`src/rtl/audio_pkg.sv`:
```
// Shared definitions for the audio DAC transmit path.
//   AUDIO_DATA_WIDTH : native sample width of the codec path
//   stereo_sample_t  : one left/right sample pair
//   ser_state_t      : serializer channel-tracking state
//   fall_edge/rise_edge : edge detect on a synchronized level and its history
package audio_pkg;

    localparam int AUDIO_DATA_WIDTH = 24;

    typedef struct packed {
        logic [AUDIO_DATA_WIDTH-1:0] left;
        logic [AUDIO_DATA_WIDTH-1:0] right;
    } stereo_sample_t;

    typedef enum logic [1:0] {
        WAIT_SYNC = 2'd0,
        LEFT      = 2'd1,
        RIGHT     = 2'd2
    } ser_state_t;

    function automatic logic fall_edge(input logic hist, input logic cur);
        return hist & ~cur;
    endfunction

    function automatic logic rise_edge(input logic hist, input logic cur);
        return ~hist & cur;
    endfunction

endpackage

```
`src/rtl/audio_dac_serializer_if.sv`:
```
// Write-side handshake into the DAC serializer.
//   write            : writer offers one stereo pair this cycle
//   writedata_left   : left sample, two's complement
//   writedata_right  : right sample, two's complement
//   write_ready      : serializer can take a pair (accepted on write && write_ready)
// master = sample producer, slave = serializer.
interface audio_dac_serializer_if
    import audio_pkg::*;
#(
    parameter int DATA_WIDTH = AUDIO_DATA_WIDTH
);

    logic                  write;
    logic [DATA_WIDTH-1:0] writedata_left;
    logic [DATA_WIDTH-1:0] writedata_right;
    logic                  write_ready;

    modport master (
        output write,
        output writedata_left,
        output writedata_right,
        input  write_ready
    );

    modport slave (
        input  write,
        input  writedata_left,
        input  writedata_right,
        output write_ready
    );

endinterface

```
`src/rtl/audio_dac_serializer_fifo.sv`:
```
// Synchronous FIFO of packed stereo pairs, first-word-fall-through read.
//   clk, reset : rising-edge clock, synchronous active-high reset
//   push/wdata : write request and entry; ignored when full unless a pop
//                happens in the same cycle
//   pop/rdata  : read request and head entry; pop while empty is ignored
//   full/empty/count : occupancy status
module sample_fifo #(
    parameter int WIDTH = 48,
    parameter int DEPTH = 4
) (
    input  logic                       clk,
    input  logic                       reset,
    input  logic                       push,
    input  logic [WIDTH-1:0]           wdata,
    input  logic                       pop,
    output logic [WIDTH-1:0]           rdata,
    output logic                       full,
    output logic                       empty,
    output logic [$clog2(DEPTH):0]     count
);

    localparam int AW = $clog2(DEPTH);

    logic [WIDTH-1:0] mem_r [DEPTH];
    logic [AW-1:0]    wr_ptr_r;
    logic [AW-1:0]    rd_ptr_r;
    logic [AW:0]      count_r;
    logic             do_push_s;
    logic             do_pop_s;

    assign full  = (count_r == (AW+1)'(DEPTH));
    assign empty = (count_r == (AW+1)'(0));
    assign count = count_r;
    assign rdata = mem_r[rd_ptr_r];

    // A full FIFO still accepts a push when a pop frees the head slot in the same cycle.
    assign do_pop_s  = pop & ~empty;
    assign do_push_s = push & (~full | do_pop_s);

    // Storage array; contents are don't-care until written, so no reset.
    always_ff @(posedge clk) begin
        if (do_push_s) begin
            mem_r[wr_ptr_r] <= wdata;
        end
    end

    // Pointers wrap naturally because DEPTH is a power of two.
    always_ff @(posedge clk) begin
        if (reset) begin
            wr_ptr_r <= '0;
            rd_ptr_r <= '0;
            count_r  <= '0;
        end else begin
            if (do_push_s) begin
                wr_ptr_r <= wr_ptr_r + AW'(1);
            end
            if (do_pop_s) begin
                rd_ptr_r <= rd_ptr_r + AW'(1);
            end
            case ({do_push_s, do_pop_s})
                2'b10:   count_r <= count_r + (AW+1)'(1);
                2'b01:   count_r <= count_r - (AW+1)'(1);
                default: count_r <= count_r;
            endcase
        end
    end

endmodule

```
`src/rtl/audio_dac_serializer.sv`:
```
// I2S transmit serializer for the WM8731 DAC half of the codec interface.
// Stereo pairs arrive over dac_in, are buffered, and shifted out MSB-first on
// AUD_DACDAT with the one-BCLK I2S delay, slaved to the codec's BCLK/DACLRCK.
//   CLOCK_50     : system clock, all logic on its rising edge
//   reset        : synchronous active-high reset
//   dac_in       : write/writedata_left/writedata_right/write_ready handshake
//   AUD_BCLK     : codec bit clock (asynchronous, sampled here)
//   AUD_DACLRCK  : codec frame clock (asynchronous), low = left, high = right
//   AUD_DACDAT   : serial data to the codec
//   underflow    : one-cycle pulse when a frame starts with nothing buffered
module audio_dac_serializer
    import audio_pkg::*;
#(
    parameter int DATA_WIDTH = AUDIO_DATA_WIDTH,
    parameter int FIFO_DEPTH = 4
) (
    input  logic                  CLOCK_50,
    input  logic                  reset,
    audio_dac_serializer_if.slave dac_in,
    input  logic                  AUD_BCLK,
    input  logic                  AUD_DACLRCK,
    output logic                  AUD_DACDAT,
    output logic                  underflow
);

    localparam int FIFO_AW = $clog2(FIFO_DEPTH);
    localparam int CNT_W   = $clog2(DATA_WIDTH + 1);
    localparam logic [CNT_W-1:0] BIT_CNT_MAX = CNT_W'(DATA_WIDTH);

    logic bclk_meta_r, bclk_sync_r, bclk_hist_r;
    logic lrck_meta_r, lrck_sync_r, lrck_hist_r;
    logic bclk_fall_s, lrck_fall_s, lrck_rise_s;

    ser_state_t state_r, state_nxt_s;
    logic       load_left_s, load_right_s, pop_req_s;

    logic [DATA_WIDTH-1:0] shift_r;
    logic [DATA_WIDTH-1:0] hold_r;
    logic [CNT_W-1:0]      bit_cnt_r;
    logic                  dacdat_r;
    logic                  underflow_r;
    logic                  write_ready_r;

    logic                    fifo_push_s;
    logic                    fifo_pop_s;
    logic [2*DATA_WIDTH-1:0] fifo_rdata_s;
    logic                    fifo_full_s;
    logic                    fifo_empty_s;
    logic [FIFO_AW:0]        fifo_count_s;

    assign AUD_DACDAT         = dacdat_r;
    assign underflow          = underflow_r;
    assign dac_in.write_ready = write_ready_r;

    // Two-flop synchronizers plus a history flop for edge detection on BCLK and DACLRCK.
    always_ff @(posedge CLOCK_50) begin
        if (reset) begin
            {bclk_hist_r, bclk_sync_r, bclk_meta_r} <= 3'b000;
            {lrck_hist_r, lrck_sync_r, lrck_meta_r} <= 3'b000;
        end else begin
            {bclk_hist_r, bclk_sync_r, bclk_meta_r} <= {bclk_sync_r, bclk_meta_r, AUD_BCLK};
            {lrck_hist_r, lrck_sync_r, lrck_meta_r} <= {lrck_sync_r, lrck_meta_r, AUD_DACLRCK};
        end
    end

    assign bclk_fall_s = fall_edge(bclk_hist_r, bclk_sync_r);
    assign lrck_fall_s = fall_edge(lrck_hist_r, lrck_sync_r);
    assign lrck_rise_s = rise_edge(lrck_hist_r, lrck_sync_r);

    // Only request a pop when something is buffered; the empty case becomes an underflow.
    assign fifo_push_s = dac_in.write & write_ready_r;
    assign fifo_pop_s  = pop_req_s & (fifo_count_s != (FIFO_AW+1)'(0));

    sample_fifo #(
        .WIDTH (2 * DATA_WIDTH),
        .DEPTH (FIFO_DEPTH)
    ) u_fifo (
        .clk   (CLOCK_50),
        .reset (reset),
        .push  (fifo_push_s),
        .wdata ({dac_in.writedata_left, dac_in.writedata_right}),
        .pop   (fifo_pop_s),
        .rdata (fifo_rdata_s),
        .full  (fifo_full_s),
        .empty (fifo_empty_s),
        .count (fifo_count_s)
    );

    // Ready mirrors the FIFO full flag one cycle late.
    always_ff @(posedge CLOCK_50) begin
        if (reset) begin
            write_ready_r <= 1'b1;
        end else begin
            write_ready_r <= ~fifo_full_s;
        end
    end

    // Channel state register.
    always_ff @(posedge CLOCK_50) begin
        if (reset) begin
            state_r <= WAIT_SYNC;
        end else begin
            state_r <= state_nxt_s;
        end
    end

    // Channel tracking: every DACLRCK falling edge starts a left channel (so the
    // block never starts on a right channel); a rising edge after a left starts the right.
    always_comb begin
        state_nxt_s  = state_r;
        load_left_s  = 1'b0;
        load_right_s = 1'b0;
        pop_req_s    = 1'b0;
        case (state_r)
            WAIT_SYNC: begin
                if (lrck_fall_s) begin
                    state_nxt_s = LEFT;
                    load_left_s = 1'b1;
                    pop_req_s   = 1'b1;
                end else begin
                    state_nxt_s = WAIT_SYNC;
                end
            end
            LEFT: begin
                if (lrck_rise_s) begin
                    state_nxt_s  = RIGHT;
                    load_right_s = 1'b1;
                end else if (lrck_fall_s) begin
                    state_nxt_s = LEFT;
                    load_left_s = 1'b1;
                    pop_req_s   = 1'b1;
                end else begin
                    state_nxt_s = LEFT;
                end
            end
            RIGHT: begin
                if (lrck_fall_s) begin
                    state_nxt_s = LEFT;
                    load_left_s = 1'b1;
                    pop_req_s   = 1'b1;
                end else begin
                    state_nxt_s = RIGHT;
                end
            end
            default: begin
                state_nxt_s = WAIT_SYNC;
            end
        endcase
    end

    // Shift datapath. A channel load takes priority over a coincident BCLK fall,
    // so the MSB goes out on the following fall (the I2S one-bit delay).
    always_ff @(posedge CLOCK_50) begin
        if (reset) begin
            shift_r     <= '0;
            hold_r      <= '0;
            bit_cnt_r   <= '0;
            dacdat_r    <= 1'b0;
            underflow_r <= 1'b0;
        end else begin
            underflow_r <= 1'b0;
            if (load_left_s) begin
                bit_cnt_r <= '0;
                if (fifo_empty_s) begin
                    shift_r     <= '0;
                    hold_r      <= '0;
                    underflow_r <= 1'b1;
                end else begin
                    shift_r <= fifo_rdata_s[2*DATA_WIDTH-1:DATA_WIDTH];
                    hold_r  <= fifo_rdata_s[DATA_WIDTH-1:0];
                end
                if (bclk_fall_s) begin
                    dacdat_r <= 1'b0;
                end
            end else if (load_right_s) begin
                bit_cnt_r <= '0;
                shift_r   <= hold_r;
                if (bclk_fall_s) begin
                    dacdat_r <= 1'b0;
                end
            end else if (bclk_fall_s && (state_r != WAIT_SYNC)) begin
                if (bit_cnt_r != BIT_CNT_MAX) begin
                    dacdat_r  <= shift_r[DATA_WIDTH-1];
                    shift_r   <= {shift_r[DATA_WIDTH-2:0], 1'b0};
                    bit_cnt_r <= bit_cnt_r + CNT_W'(1);
                end else begin
                    dacdat_r <= 1'b0;
                end
            end
        end
    end

endmodule
```
`src/flat_wrapper.sv`:
```
// flat-port wrapper written by rule: the top's interface ports become plain ports
module audio_dac_serializer_flat import audio_pkg::*;
#(
    parameter int DATA_WIDTH = AUDIO_DATA_WIDTH,
    parameter int FIFO_DEPTH = 4
)
  (CLOCK_50, reset, AUD_BCLK, AUD_DACLRCK, AUD_DACDAT, underflow, dac_in_write, dac_in_writedata_left, dac_in_writedata_right, dac_in_write_ready);
  audio_dac_serializer_if #(.DATA_WIDTH(DATA_WIDTH)) dac_in_i ();
  input  logic CLOCK_50;
  input  logic reset;
  input  logic AUD_BCLK;
  input  logic AUD_DACLRCK;
  output logic AUD_DACDAT;
  output logic underflow;
  input wire logic [$bits(dac_in_i.write)-1:0] dac_in_write;
  input wire logic [$bits(dac_in_i.writedata_left)-1:0] dac_in_writedata_left;
  input wire logic [$bits(dac_in_i.writedata_right)-1:0] dac_in_writedata_right;
  output wire logic [$bits(dac_in_i.write_ready)-1:0] dac_in_write_ready;
  assign dac_in_i.write = dac_in_write;
  assign dac_in_i.writedata_left = dac_in_writedata_left;
  assign dac_in_i.writedata_right = dac_in_writedata_right;
  assign dac_in_write_ready = dac_in_i.write_ready;
  audio_dac_serializer #(.DATA_WIDTH(DATA_WIDTH), .FIFO_DEPTH(FIFO_DEPTH)) u_core (.CLOCK_50(CLOCK_50), .reset(reset), .dac_in(dac_in_i), .AUD_BCLK(AUD_BCLK), .AUD_DACLRCK(AUD_DACLRCK), .AUD_DACDAT(AUD_DACDAT), .underflow(underflow));
endmodule
```
`config.mk`:
```
export PLATFORM = sky130hd
export DESIGN_NAME = audio_dac_serializer_flat
export DESIGN_NICKNAME = d
export VERILOG_FILES = /design/src/rtl/audio_pkg.sv /design/src/rtl/audio_dac_serializer_if.sv /design/src/rtl/audio_dac_serializer_fifo.sv /design/src/rtl/audio_dac_serializer.sv /design/src/flat_wrapper.sv
export SDC_FILE = /design/constraint.sdc
export NUM_CORES = 1
export LEC_CHECK = 0
export BUFFER_PORTS_ARGS = -buffer_cell sky130_fd_sc_hd__buf_4
export CAP_MARGIN = 0
export CORE_MARGIN = 3
export CORE_UTILIZATION = 55
export CTS_BUF_LIST = sky130_fd_sc_hd__clkbuf_4
export DETAILED_ROUTE_END_ITERATION = 7
export PLACE_DENSITY = 0.85
export REMOVE_ABC_BUFFERS = 1
export SLEW_MARGIN = 10
export SYNTH_ARGS = -nofsm -noshare
export SYNTH_HDL_FRONTEND = slang
export SYNTH_HIERARCHICAL = 1
export SYNTH_SLANG_ARGS = --single-unit
```
`constraint.sdc`:
```
create_clock -name CLOCK_50 -period 3.4 [get_ports CLOCK_50]
set_input_delay 0.68 -clock CLOCK_50 [delete_from_list [all_inputs] [get_ports CLOCK_50]]
set_output_delay 0.68 -clock CLOCK_50 [all_outputs]
set_load 0.02 [all_outputs]
```
==> flow_summary.toml <==
[status]
status = "finished clean"

[logic_synthesis]
syn_avg_cell_area_um2 = 16.4
syn_area_um2 = 10300
synth_area_leader_cell = "sky130_fd_sc_hd__edfxtp_1"
post_synth_main_area_contributors = "sky130_fd_sc_hd__edfxtp_1 56%, sky130_fd_sc_hd__dfxtp_1 14%, sky130_fd_sc_hd__mux4_2 10%"
synthesized_netlist_cell_count = 629
ys_seq_area_frac = 0.700
yosys_warnings = 6
netlist.area_leader.share = 0.558
postSynth.asyncResetShare = 0
post_synthesis_sequential_element_count = 265
netlist-cell-type-count = 47
synth-main-ff-cell = "sky130_fd_sc_hd__edfxtp_1"
edff_count_synth = 192

[detailed_routing]
routed_wl_um = 20100
detailedRoute.firstPassIterationCount = 4
drt-initial-drc-count = 486
route.detailed.drc = 0
drt-wirelength-per-cell_um = 19.9
via_per_inst = 5.82
routed-via-count = 5888
route.antenna.remaining_nets = 0

[floorplan]
top_level_ports = 56
chip_height_um = 143
floorplan.die_area_um2 = 20500
initial_core_util = 0.567
placementRows = 49
fp.coreArea_um2 = 18200
die_w_um = 143

[place]
place.gp.congestion = 0.753
hpwl_um = 11200
pre_cts_ws_ns = 0.620
placedInstanceArea_um2 = 11000
place.port_buffers = 55
placed_insts = 889

[timing]
hold_viol_final = 0
finClkSkew_ns = 0.0297
rsz0062_at_grt = "false"
max_clock_freq_mhz = 352
setup_slack_ns = 0.561
setup-violations-final = 0
slew_violations = 0
worst-slew-pin-transition_ns = 0.934
relSlewSlack = 0.377
finalCritPeriodShare = 0.835
fin_crit_period_ns = 2.84

[clock_network]
clock-sinks = 265
cts-htree-levels = 3
post_cts_hold_buffer_count = 0
cts_buffers = 66
clk_root_buffer_cell = "sky130_fd_sc_hd__clkbuf_4"
clk_pin_slew_worst_paths_ns = 0.07
clkLatencyLatePin_ns = 0.65
cts_buffer_depth = 3
cts_tree = "built"
cts_setup_buffers = 0
post_cts_resized = 0

[layout]
drive_above_1_share = 0.325
nNetsFinal = 788
postLayoutCellArea_um2 = 11900
final-instance-count-excl-fill = 1011
layout.filler_cells = 1205
area_growth_syn_to_layout_pct = 15.0
fin_util = 0.652

[hold_path]
hold_path.class = "in -> reg"

[critical_path]
start_kind = "flip-flop"
critical-path-slowest-cell = "sky130_fd_sc_hd__and2_2"
path_class = "reg -> reg"
critPathArrivalTime_ns = 3.15
crit_required_ns = 3.71
timing.critical_path.max_delay_family = "simple AND/OR/NAND/NOR gates"
worstPathBufferInverterCount = 1
max_fo_critical_path = 37
worst_setup_path_end_kind = "flip-flop"
crit_path_max_incr_delay_ns = 0.51
worstPathCellList = "and2b_1 > nand2_2 > nor2_1 > nor4b_2 > nor2b_1 > and2_2 > buf_12"

[grt]
antenna_found_initial = 1
gr-total-overflow = 0
grt_max_degree = 72
grt_util_all_layers = 0.204
grt_pass1_wl_um = 32200
vias_in_the_first_global_route = 6459

[pwr]
irDropWorstVdd_uv = 367
overall_power_consumption_w = 0.00671
power_leakage_nw = 4.17
total_power_density_per_cell_area_nw_per_um2 = 565

[flow_run]
drv.max_cap_violation_count = 0
## sequential cells by signal (all words and copies together) (netlist names), 2 cells and up, named ones only
name	cells
u_core/u_fifo/wr_ptr_r	2
u_core/u_fifo/mem_r	192
u_core/state_r	2
u_core/u_fifo/rd_ptr_r	2
u_core/shift_r	24
u_core/bit_cnt_r	5
u_core/u_fifo/count	3
u_core/hold_r	24
## kinds of logic after synthesis
family | count (synthesis) | share of synthesized area
AO/OA/AOI/OAI | 84 | 0.0612
XOR/XNOR | 9 | 0.00763
adder cells (fa/ha/maj) | 7 | 0.00921
buffers and inverters | 51 | 0.0259
flip-flops | 265 | 0.700
multiplexers | 74 | 0.130
AND/OR/NAND/NOR | 139 | 0.0664
## routing by layer
layer,share of wire,track usage,vias up
met2,0.52,0.340,180
met4,0.018,0.0890,0
met3,0.058,0.0519,28
met1,0.41,0.257,3002
li1,-,-,2678
met5,0,0,-
## where the power goes
part	internal, W	switching, W	leakage, nW	total, W
clock network	0.00155	0.00119	0.546	0.00274
registers	0.00360	0.0000375	2.35	0.00363
logic	0.000134	0.000200	1.27	0.000334
total	0.00528	0.00143	4.17	0.00671
## cells in the mapped netlist, types with 9 or more instances
cell                       number
sky130_fd_sc_hd__a21o_1        23
sky130_fd_sc_hd__a21oi_1       28
sky130_fd_sc_hd__a32o_1        14
sky130_fd_sc_hd__a32o_2         9
sky130_fd_sc_hd__buf_2         13
sky130_fd_sc_hd__clkbuf_1      17
sky130_fd_sc_hd__dfxtp_1       73
sky130_fd_sc_hd__edfxtp_1     192
sky130_fd_sc_hd__inv_1         11
sky130_fd_sc_hd__mux2i_1       25
sky130_fd_sc_hd__mux4_2        48
sky130_fd_sc_hd__nand2_1       52
sky130_fd_sc_hd__nand3_1       29
sky130_fd_sc_hd__nor2_1        18
## cells in the final DEF (no fill, tap or decap), types with 3 or more instances in the layout
| cell type | instances |
|---|---|
| sky130_fd_sc_hd__edfxtp_1 | 192 |
| sky130_fd_sc_hd__clkbuf_4 | 104 |
| sky130_fd_sc_hd__dfxtp_1 | 71 |
| sky130_fd_sc_hd__buf_4 | 69 |
| sky130_fd_sc_hd__nand2_1 | 51 |
| sky130_fd_sc_hd__mux4_2 | 48 |
| sky130_fd_sc_hd__nand3_1 | 29 |
| sky130_fd_sc_hd__a21oi_1 | 27 |
| sky130_fd_sc_hd__mux2i_1 | 25 |
| sky130_fd_sc_hd__a21o_1 | 23 |
| sky130_fd_sc_hd__nor2_1 | 18 |
| sky130_fd_sc_hd__a32o_1 | 14 |
| sky130_fd_sc_hd__inv_1 | 11 |
| sky130_fd_sc_hd__clkinv_1 | 9 |
| sky130_fd_sc_hd__a32o_2 | 9 |
| sky130_fd_sc_hd__nor2b_1 | 8 |
| sky130_fd_sc_hd__nand2b_1 | 8 |
| sky130_fd_sc_hd__nor3_1 | 6 |
| sky130_fd_sc_hd__xnor2_1 | 6 |
| sky130_fd_sc_hd__ha_1 | 6 |
| sky130_fd_sc_hd__inv_2 | 4 |
| sky130_fd_sc_hd__and2_2 | 4 |
| sky130_fd_sc_hd__xor2_1 | 3 |
## worst paths after layout
kind	startpoint	end	slack [ns]	cells past startpoint
hold reg to reg	u_core/bclk_meta_r$_SDFF_PP0_	u_core/bclk_sync_r$_SDFF_PP0_	0.44	1
setup reg to reg	u_core/lrck_hist_r$_SDFF_PP0_	u_core/u_fifo/mem_r[0][32]$_DFFE_PP_	0.56	7
setup / recovery	u_core/lrck_hist_r$_SDFF_PP0_	u_core/u_fifo/mem_r[0][32]$_DFFE_PP_	0.56	7
hold / removal	dac_in_writedata_right[8]	u_core/u_fifo/mem_r[2][8]$_DFFE_PP_	0.23	1
## through the flow
| stage | hold slack [ns] | TNS [ns] |
|---|---|---|
| finish | 0.232 | 0 |
| global route | 0.178 | 0 |
| CTS | 0.193 | 0 |
| detailed placement | 0.428 | 0 |
| global placement | 0.437 | 0 |
| floorplan | 0.414 | -156.35 |
## final cells by class
type	count	area [µm²]	share of cell area
clock inverter	17	119	0.0100
tap	229	287	0.0241
inverter	11	41.3	0.00348
sequential	265	7230	0.609
antenna	1	2.50	0.000211
multi-input combinational	313	2860	0.241
timing repair buffer	71	558	0.0470
clock buffer	104	781	0.0657
No activity file was read; power rests on OpenSTA's default activity.
